### config.mk
export PLATFORM = sky130hd
export DESIGN_NAME = vga_sink_monitor_flat
export DESIGN_NICKNAME = d
export VERILOG_FILES = /design/src/rtl/vga_timing_pkg.sv /design/src/rtl/vga_sink_monitor_if.sv /design/src/rtl/vga_sync_edge.sv /design/src/rtl/vga_sink_monitor.sv /design/src/flat_wrapper.sv
export SDC_FILE = /design/constraint.sdc
export NUM_CORES = 1
export LEC_CHECK = 0
export ABC_AREA = 0
export CELL_PAD_IN_SITES_DETAIL_PLACEMENT = 1
export CELL_PAD_IN_SITES_GLOBAL_PLACEMENT = 2
export CORE_UTILIZATION = 33
export CTS_CLUSTER_DIAMETER = 30
export DETAILED_ROUTE_END_ITERATION = 7
export GPL_TIMING_DRIVEN = 0
export PLACE_DENSITY = 0.86
export SYNTH_ARGS = -nofsm -noshare
export SYNTH_HDL_FRONTEND = slang
export SYNTH_SLANG_ARGS = --single-unit
### constraint.sdc
create_clock -name clk -period 3.2 [get_ports clk]
set_input_delay 0.48 -clock clk [delete_from_list [all_inputs] [get_ports clk]]
set_output_delay 0.48 -clock clk [all_outputs]
set_load 0.005 [all_outputs]
### src/rtl/vga_timing_pkg.sv
// Shared VGA timing constants, monitor state type and a saturating counter helper.
// The display pipeline generator uses the same defaults so both ends agree on geometry.
package vga_timing_pkg;

  localparam int VGA_CLK_PER_PIX = 4;

  localparam int VGA_H_ACTIVE = 640;
  localparam int VGA_H_FP     = 16;
  localparam int VGA_H_SYNC   = 96;
  localparam int VGA_H_BP     = 48;
  localparam int VGA_H_TOTAL  = VGA_H_ACTIVE + VGA_H_FP + VGA_H_SYNC + VGA_H_BP;

  localparam int VGA_V_ACTIVE = 480;
  localparam int VGA_V_FP     = 10;
  localparam int VGA_V_SYNC   = 2;
  localparam int VGA_V_BP     = 33;
  localparam int VGA_V_TOTAL  = VGA_V_ACTIVE + VGA_V_FP + VGA_V_SYNC + VGA_V_BP;

  typedef enum logic [1:0] {
    ST_UNLOCKED = 2'd0,
    ST_ALIGN    = 2'd1,
    ST_LOCKED   = 2'd2
  } mon_state_t;

  // Counters stop at all-ones so a vanished sync cannot wrap back into a plausible value.
  function automatic logic [9:0] sat_inc(input logic [9:0] v);
    return (v == 10'h3FF) ? v : v + 10'd1;
  endfunction

endpackage

### src/rtl/vga_sink_monitor_if.sv
// Pin-level VGA link: the display pipeline drives it (master), the monitor observes it (slave).
interface vga_sink_monitor_if;
  logic       Hsync;
  logic       Vsync;
  logic [3:0] RED;
  logic [3:0] GRN;
  logic [3:0] BLU;

  modport master (output Hsync, Vsync, RED, GRN, BLU);
  modport slave  (input  Hsync, Vsync, RED, GRN, BLU);
endinterface

### src/rtl/vga_sync_edge.sv
// Registers one sync line twice and flags the transition into its active level.
// Both flops reset to the active level so a reset taken mid-pulse cannot fake an edge.
module vga_sync_edge #(
  parameter logic ACT = 1'b0
) (
  input  logic clk,
  input  logic rst,
  input  logic din,
  output logic lead
);

  logic s1;
  logic s2;

  // Stage 1 captures the pin, stage 2 holds the previous level for edge detection.
  always_ff @(posedge clk) begin
    if (rst) begin
      s1 <= ACT;
      s2 <= ACT;
    end else begin
      s1 <= din;
      s2 <= s1;
    end
  end

  assign lead = (s1 == ACT) && (s2 != ACT);

endmodule

### src/rtl/vga_sink_monitor.sv
// Receive-side VGA monitor: recovers pixel timing and coordinates from the syncs,
// verifies line/frame geometry, tracks lock and produces a per-frame colour checksum.
module vga_sink_monitor
  import vga_timing_pkg::*;
#(
  parameter int   CLK_PER_PIX = VGA_CLK_PER_PIX,
  parameter int   H_ACTIVE    = VGA_H_ACTIVE,
  parameter int   H_FP        = VGA_H_FP,
  parameter int   H_SYNC      = VGA_H_SYNC,
  parameter int   H_BP        = VGA_H_BP,
  parameter int   V_ACTIVE    = VGA_V_ACTIVE,
  parameter int   V_FP        = VGA_V_FP,
  parameter int   V_SYNC      = VGA_V_SYNC,
  parameter int   V_BP        = VGA_V_BP,
  parameter logic SYNC_ACT    = 1'b0
) (
  input  logic                     clk,
  input  logic                     rst,
  vga_sink_monitor_if.slave        vga,
  output logic                     pix_valid,
  output logic [9:0]               pix_x,
  output logic [9:0]               pix_y,
  output logic [11:0]              pix_rgb,
  output logic                     locked,
  output logic                     frame_done,
  output logic [15:0]              frame_sum,
  output logic [15:0]              frame_cnt,
  output logic                     geom_err
);

  localparam int PW = $clog2(CLK_PER_PIX);
  localparam logic [PW-1:0] PH_LAST = PW'(CLK_PER_PIX - 1);
  localparam logic [PW-1:0] PH_MID  = PW'(CLK_PER_PIX / 2);

  localparam logic [9:0] H_LAST = 10'(H_ACTIVE + H_FP + H_SYNC + H_BP - 1);
  localparam logic [9:0] V_LAST = 10'(V_ACTIVE + V_FP + V_SYNC + V_BP - 1);
  localparam logic [9:0] H_LO   = 10'(H_SYNC + H_BP);
  localparam logic [9:0] H_HI   = 10'(H_SYNC + H_BP + H_ACTIVE);
  localparam logic [9:0] V_LO   = 10'(V_SYNC + V_BP);
  localparam logic [9:0] V_HI   = 10'(V_SYNC + V_BP + V_ACTIVE);

  logic          h_lead;
  logic          v_lead;
  logic [11:0]   rgb1;
  logic [11:0]   rgb2;
  logic [PW-1:0] phase;
  logic [9:0]    h_cnt;
  logic [9:0]    v_cnt;
  logic [15:0]   acc;
  mon_state_t    state;
  logic          err;
  logic          sample;
  logic          visible;

  vga_sync_edge #(.ACT(SYNC_ACT)) u_hs_edge (
    .clk  (clk),
    .rst  (rst),
    .din  (vga.Hsync),
    .lead (h_lead)
  );

  vga_sync_edge #(.ACT(SYNC_ACT)) u_vs_edge (
    .clk  (clk),
    .rst  (rst),
    .din  (vga.Vsync),
    .lead (v_lead)
  );

  // Colour goes through the same two register stages as the syncs so it lines up with the edges.
  always_ff @(posedge clk) begin
    if (rst) begin
      rgb1 <= '0;
      rgb2 <= '0;
    end else begin
      rgb1 <= {vga.RED, vga.GRN, vga.BLU};
      rgb2 <= rgb1;
    end
  end

  // Pixel phase and horizontal position, restarted by every Hsync leading edge.
  always_ff @(posedge clk) begin
    if (rst) begin
      phase <= '0;
      h_cnt <= '0;
    end else if (h_lead) begin
      phase <= '0;
      h_cnt <= '0;
    end else if (phase == PH_LAST) begin
      phase <= '0;
      h_cnt <= sat_inc(h_cnt);
    end else begin
      phase <= phase + 1'b1;
    end
  end

  // Line count: Vsync restarts it and wins over a coincident Hsync increment.
  always_ff @(posedge clk) begin
    if (rst) begin
      v_cnt <= '0;
    end else if (v_lead) begin
      v_cnt <= '0;
    end else if (h_lead) begin
      v_cnt <= sat_inc(v_cnt);
    end
  end

  assign err     = (state != ST_UNLOCKED) &&
                   ((h_lead && (h_cnt != H_LAST)) || (v_lead && (v_cnt != V_LAST)));
  assign sample  = (phase == PH_MID);
  assign visible = (h_cnt >= H_LO) && (h_cnt < H_HI) && (v_cnt >= V_LO) && (v_cnt < V_HI);

  // Lock FSM with registered outputs; an error overrides any edge handling in the same cycle.
  always_ff @(posedge clk) begin
    if (rst) begin
      state      <= ST_UNLOCKED;
      locked     <= 1'b0;
      geom_err   <= 1'b0;
      frame_done <= 1'b0;
      frame_sum  <= '0;
      frame_cnt  <= '0;
      acc        <= '0;
      pix_valid  <= 1'b0;
      pix_x      <= '0;
      pix_y      <= '0;
      pix_rgb    <= '0;
    end else begin
      geom_err   <= err;
      frame_done <= 1'b0;
      pix_valid  <= 1'b0;
      if (err) begin
        state  <= ST_UNLOCKED;
        locked <= 1'b0;
        acc    <= '0;
      end else if (v_lead) begin
        acc <= '0;
        case (state)
          ST_UNLOCKED: begin
            state  <= ST_ALIGN;
            locked <= 1'b0;
          end
          ST_ALIGN: begin
            state  <= ST_LOCKED;
            locked <= 1'b1;
          end
          ST_LOCKED: begin
            frame_sum  <= acc;
            frame_cnt  <= frame_cnt + 16'd1;
            frame_done <= 1'b1;
          end
          default: begin
            state  <= ST_UNLOCKED;
            locked <= 1'b0;
          end
        endcase
      end else if (sample && visible && (state == ST_LOCKED)) begin
        pix_valid <= 1'b1;
        pix_x     <= h_cnt - H_LO;
        pix_y     <= v_cnt - V_LO;
        pix_rgb   <= rgb2;
        acc       <= acc + {4'h0, rgb2};
      end
    end
  end

endmodule
### src/flat_wrapper.sv
// flat-port wrapper written by rule: the top's interface ports become plain ports
module vga_sink_monitor_flat import vga_timing_pkg::*;
#(
  parameter int   CLK_PER_PIX = VGA_CLK_PER_PIX,
  parameter int   H_ACTIVE    = VGA_H_ACTIVE,
  parameter int   H_FP        = VGA_H_FP,
  parameter int   H_SYNC      = VGA_H_SYNC,
  parameter int   H_BP        = VGA_H_BP,
  parameter int   V_ACTIVE    = VGA_V_ACTIVE,
  parameter int   V_FP        = VGA_V_FP,
  parameter int   V_SYNC      = VGA_V_SYNC,
  parameter int   V_BP        = VGA_V_BP,
  parameter logic SYNC_ACT    = 1'b0
)
  (clk, rst, pix_valid, pix_x, pix_y, pix_rgb, locked, frame_done, frame_sum, frame_cnt, geom_err, vga_Hsync, vga_Vsync, vga_RED, vga_GRN, vga_BLU);
  vga_sink_monitor_if vga_i ();
  input  logic clk;
  input  logic rst;
  output logic pix_valid;
  output logic [9:0] pix_x;
  output logic [9:0] pix_y;
  output logic [11:0] pix_rgb;
  output logic locked;
  output logic frame_done;
  output logic [15:0] frame_sum;
  output logic [15:0] frame_cnt;
  output logic geom_err;
  input wire logic [$bits(vga_i.Hsync)-1:0] vga_Hsync;
  input wire logic [$bits(vga_i.Vsync)-1:0] vga_Vsync;
  input wire logic [$bits(vga_i.RED)-1:0] vga_RED;
  input wire logic [$bits(vga_i.GRN)-1:0] vga_GRN;
  input wire logic [$bits(vga_i.BLU)-1:0] vga_BLU;
  assign vga_i.Hsync = vga_Hsync;
  assign vga_i.Vsync = vga_Vsync;
  assign vga_i.RED = vga_RED;
  assign vga_i.GRN = vga_GRN;
  assign vga_i.BLU = vga_BLU;
  vga_sink_monitor #(.CLK_PER_PIX(CLK_PER_PIX), .H_ACTIVE(H_ACTIVE), .H_FP(H_FP), .H_SYNC(H_SYNC), .H_BP(H_BP), .V_ACTIVE(V_ACTIVE), .V_FP(V_FP), .V_SYNC(V_SYNC), .V_BP(V_BP), .SYNC_ACT(SYNC_ACT)) u_core (.clk(clk), .rst(rst), .vga(vga_i), .pix_valid(pix_valid), .pix_x(pix_x), .pix_y(pix_y), .pix_rgb(pix_rgb), .locked(locked), .frame_done(frame_done), .frame_sum(frame_sum), .frame_cnt(frame_cnt), .geom_err(geom_err));
endmodule
==> results of run 1 <==
## worst register-to-register path: cells and delay by family, from the launching register on
| kind | cells | cell delay [ns] |
|---|---|---|
| xor+xnor | 1 | 0.18 |
| flops | 1 | 0.33 |
| fa+ha+maj | 1 | 0.18 |
| buf+inv | 2 | 0.51 |
| simple gates | 5 | 1.47 |
## synthesized netlist by cell type, types with 2 or more instances
cell type	instances	area [um2]
a211o_1	2	17.5
a211oi_1	14	105
a21o_1	3	22.5
a21oi_1	40	200
and2_1	2	12.5
and3_1	4	25.0
buf_2	8	40.0
buf_4	2	15.0
buf_6	3	33.8
clkbuf_1	20	75.1
dfxtp_1	135	2700
ha_1	22	275
inv_1	16	60.1
mux2i_1	31	310
nand2_1	66	248
nand2b_1	6	37.5
nand3_1	11	55.1
nand4_1	11	68.8
nor2_1	91	342
nor2b_1	36	225
nor3_1	6	30.0
nor3_2	5	50.1
nor3b_1	2	15.0
nor4_1	2	12.5
o211ai_1	2	15.0
o21a_1	5	37.5
o21ai_0	15	75.1
o311ai_0	2	17.5
o31ai_1	5	37.5
or2_2	3	18.8
or3_1	10	62.6
xnor2_1	25	219
xor2_1	21	184
## routing by layer
layer,up-vias,share of wire
met4,0,0.014
met1,2371,0.46
met2,82,0.50
li1,2398,-
met3,21,0.031
met5,-,0
## power by group through the flow
stage	Clock, mW	Combinational, mW	Sequential, mW
global route	1.85	0.129	1.72
finish	1.74	0.115	1.72
floorplan	0	0.0713	1.75
global placement	0	0.112	1.75
detailed placement	0	0.117	1.75
CTS	1.77	0.118	1.72
## cells by family after synthesis
kind of cell | share of synthesized area
AND/OR/NAND/NOR | 0.224
multiplexers | 0.0527
adder cells (fa/ha/maj) | 0.0501
XOR/XNOR | 0.0684
buffers and inverters | 0.0380
AO/OA/AOI/OAI | 0.108
flip-flops | 0.459
## flip-flops by register name, summed over array words and instances (netlist names), 2 cells and up
register / count
u_core.pix_rgb: 12
u_core.pix_y: 10
u_core.pix_x: 10
u_core.v_cnt: 10
u_core.acc: 16
u_core.phase: 2
u_core.rgb2: 12
u_core.h_cnt: 10
u_core.rgb1: 12
u_core.frame_sum: 16
u_core.frame_cnt: 16
u_core.state: 2
## per-stage QoR
stage | util | hold slack [ns] | power [mW] | cell area (um2) | setup slack [ns]
6_report | 0.433 | 0.435 | 3.57 | 7510 | 0.383
5_1_grt | 0.433 | 0.455 | 3.69 | 7510 | 0.107
4_1_cts | 0.433 | 0.444 | 3.61 | 7510 | 0.335
3_5_place_dp | 0.403 | 0.431 | 1.87 | 7000 | 0.349
3_3_place_gp | 0.403 | 0.415 | 1.86 | 7000 | 0.460
2_1_floorplan | - | 0.414 | 1.82 | 5890 | 0.951
## cell type report
cell class,instances,area (um2),share of cell area
inverter,16,60.1,0.00799
clock buffer,26,499,0.0664
timing repair buffer,82,821,0.109
buffer,33,164,0.0218
tap,225,282,0.0375
clock inverter,4,20.0,0.00266
sequential,135,2700,0.360
multi-input combinational,466,2970,0.395
## how the worst max path moves through the flow
stage	start	end	slack, ns	cells past startpoint
global route	u_core.v_cnt[0]	u_core.frame_cnt[4]	0.11	9
finish	u_core.v_cnt[0]	u_core.frame_cnt[4]	0.38	9
floorplan	u_core.h_cnt[1]	u_core.frame_cnt[14]	0.95	9
CTS	u_core.v_cnt[0]	u_core.frame_cnt[4]	0.33	9
global placement	u_core.h_cnt[1]	u_core.frame_cnt[4]	0.46	8
detailed placement	u_core.v_cnt[0]	u_core.frame_cnt[4]	0.35	9
==> reports/metrics.cfg, run 1 <==
[grt]
gr-total-overflow = 0
use_met3 = 0.0404
grt_pass1_wl_mm = 25.9
grt_start_max_net_pins = 17
busiest_layer = met2
grtUsageMet2 = 0.316
grt_pass1_vias = 5147
grt_use_met1 = 0.223
grt_usage = 0.184
grt_antenna_before_repair = 0

[setup_path]
critPathKind = flop to flop
cp_cell_sequence = inv_1 > ha_1 > nor4bb_1 > nand4_1 > nor4b_2 > buf_2 > nand4_1 > xor2_1 > nor2_1
r2r-end = u_core.frame_cnt[4]
cpMostUsedCell = nand4_1
crit_family = simple AND/OR/NAND/NOR gates
crit_slowest_cell = nor4b_2
reg2reg_slack_ns = 0.38
path_buf_inv = 2
r2r_start = u_core.v_cnt[0]
r2r_cells = 9
slowest_delay_ns = 0.74
arrival_ns = 3.10
cp_data_required_time_ns = 3.49
startpoint_type = flop
cp_max_fo = 10
worst_setup_path_end_kind = flop

[logic_synthesis]
synthArstFlopShare = 0
syn_nets = 689
yosysWarnings = 0
ys.flop_type = dfxtp_1
synthesis.area_um2 = 5890
avgSynthCellArea_um2 = 9.07
synth-seq-cells = 135
syn_inst = 650
yosysUniqueCellTypes = 57
synth-edff-count = 0
synth.yosys.seq_area_share = 0.459

[detailed_routing]
dr.first_iter.drc_count = 145
antenna_left = 0
vias = 4872
drtPass1Iterations = 4
routedWlPerCell_um = 16.1
wl_mm = 15.9
via_per_inst = 4.94
drc_errors = 0

[run_status]
outcome = finished clean

[clock_tree]
cts-resized-gates = 0
ctsHoldBuffers = 0
numCtsBuffers = 17
clock_latency_ns = 0.43
cts_root_buf = clkbuf_16
post_cts_buffers = 0
cts_buffer_depth = 2
clk_pin_slew_ns = 0.06
cts_tree = done
htreeDepth = 4
clock-sinks = 135

[placed_design]
dp.cells = 957
port_buffers = 82
gp_congestion = 0.805
hpwl_mm = 11.8

[worst_hold_path]
hold_path_end = u_core.rgb2[3]
worstHoldPathType = flop to flop
hold_path_depth = 1
min_from = u_core.rgb1[3]

[pwr]
seqPwrFrac = 0.481
pwr-share-comb = 0.032
switching_share = 0.213
power.leakage_nw = 2.67
ir_drop_v = 0.000407
clock_power_share = 0.487
p_int_mw = 2.81
p_sw_mw = 0.759
p_per_area_nw_per_um2 = 475

[cells_and_area]
area_delta_synth_final_pct = 27.5
diodes = 0
fin_nets = 790
mostFrequentLayoutCell = dfxtp_1
nFillCells = 1970
stdcell_count = 987
most-common-layout-cells = 135 x dfxtp_1, 91 x nor2_1, 82 x clkdlybuf4s50_1, 66 x nand2_1, 40 x a21oi_1
drive_above_1_share = 0.0709

[floorplan]
core.rowCount = 48
io_pins = 84
dieHeight_um = 136
start_util = 0.340
core_um2 = 17400
die_area_um2 = 18400
die_x_um = 136

[sta]
setup_viol = 0
fin_skew_ns = 0.00958
timing.final.crit_share = 0.880
setup_tns_ns = 0
fmax_mhz = 355
rsz0062_at_grt = no
max_slew_margin = 0.246
post-route-min-period_ns = 2.82
hold_violations = 0
final_max_slew_viol_count = 0
worstMarginPinSlew_ns = 1.12

[flow_run]
max_cap_violations = 0

Note: power is estimated with default switching activity, not from simulation.
==> run 2, diff against run 1 <==
ABC_CLOCK_PERIOD_IN_PS = 3200   (was default)
TNS_END_PERCENT = 30   (was default)
==> results of run 2 <==
Same layout as run 1: the final DEF is identical, and so are final timing and power.
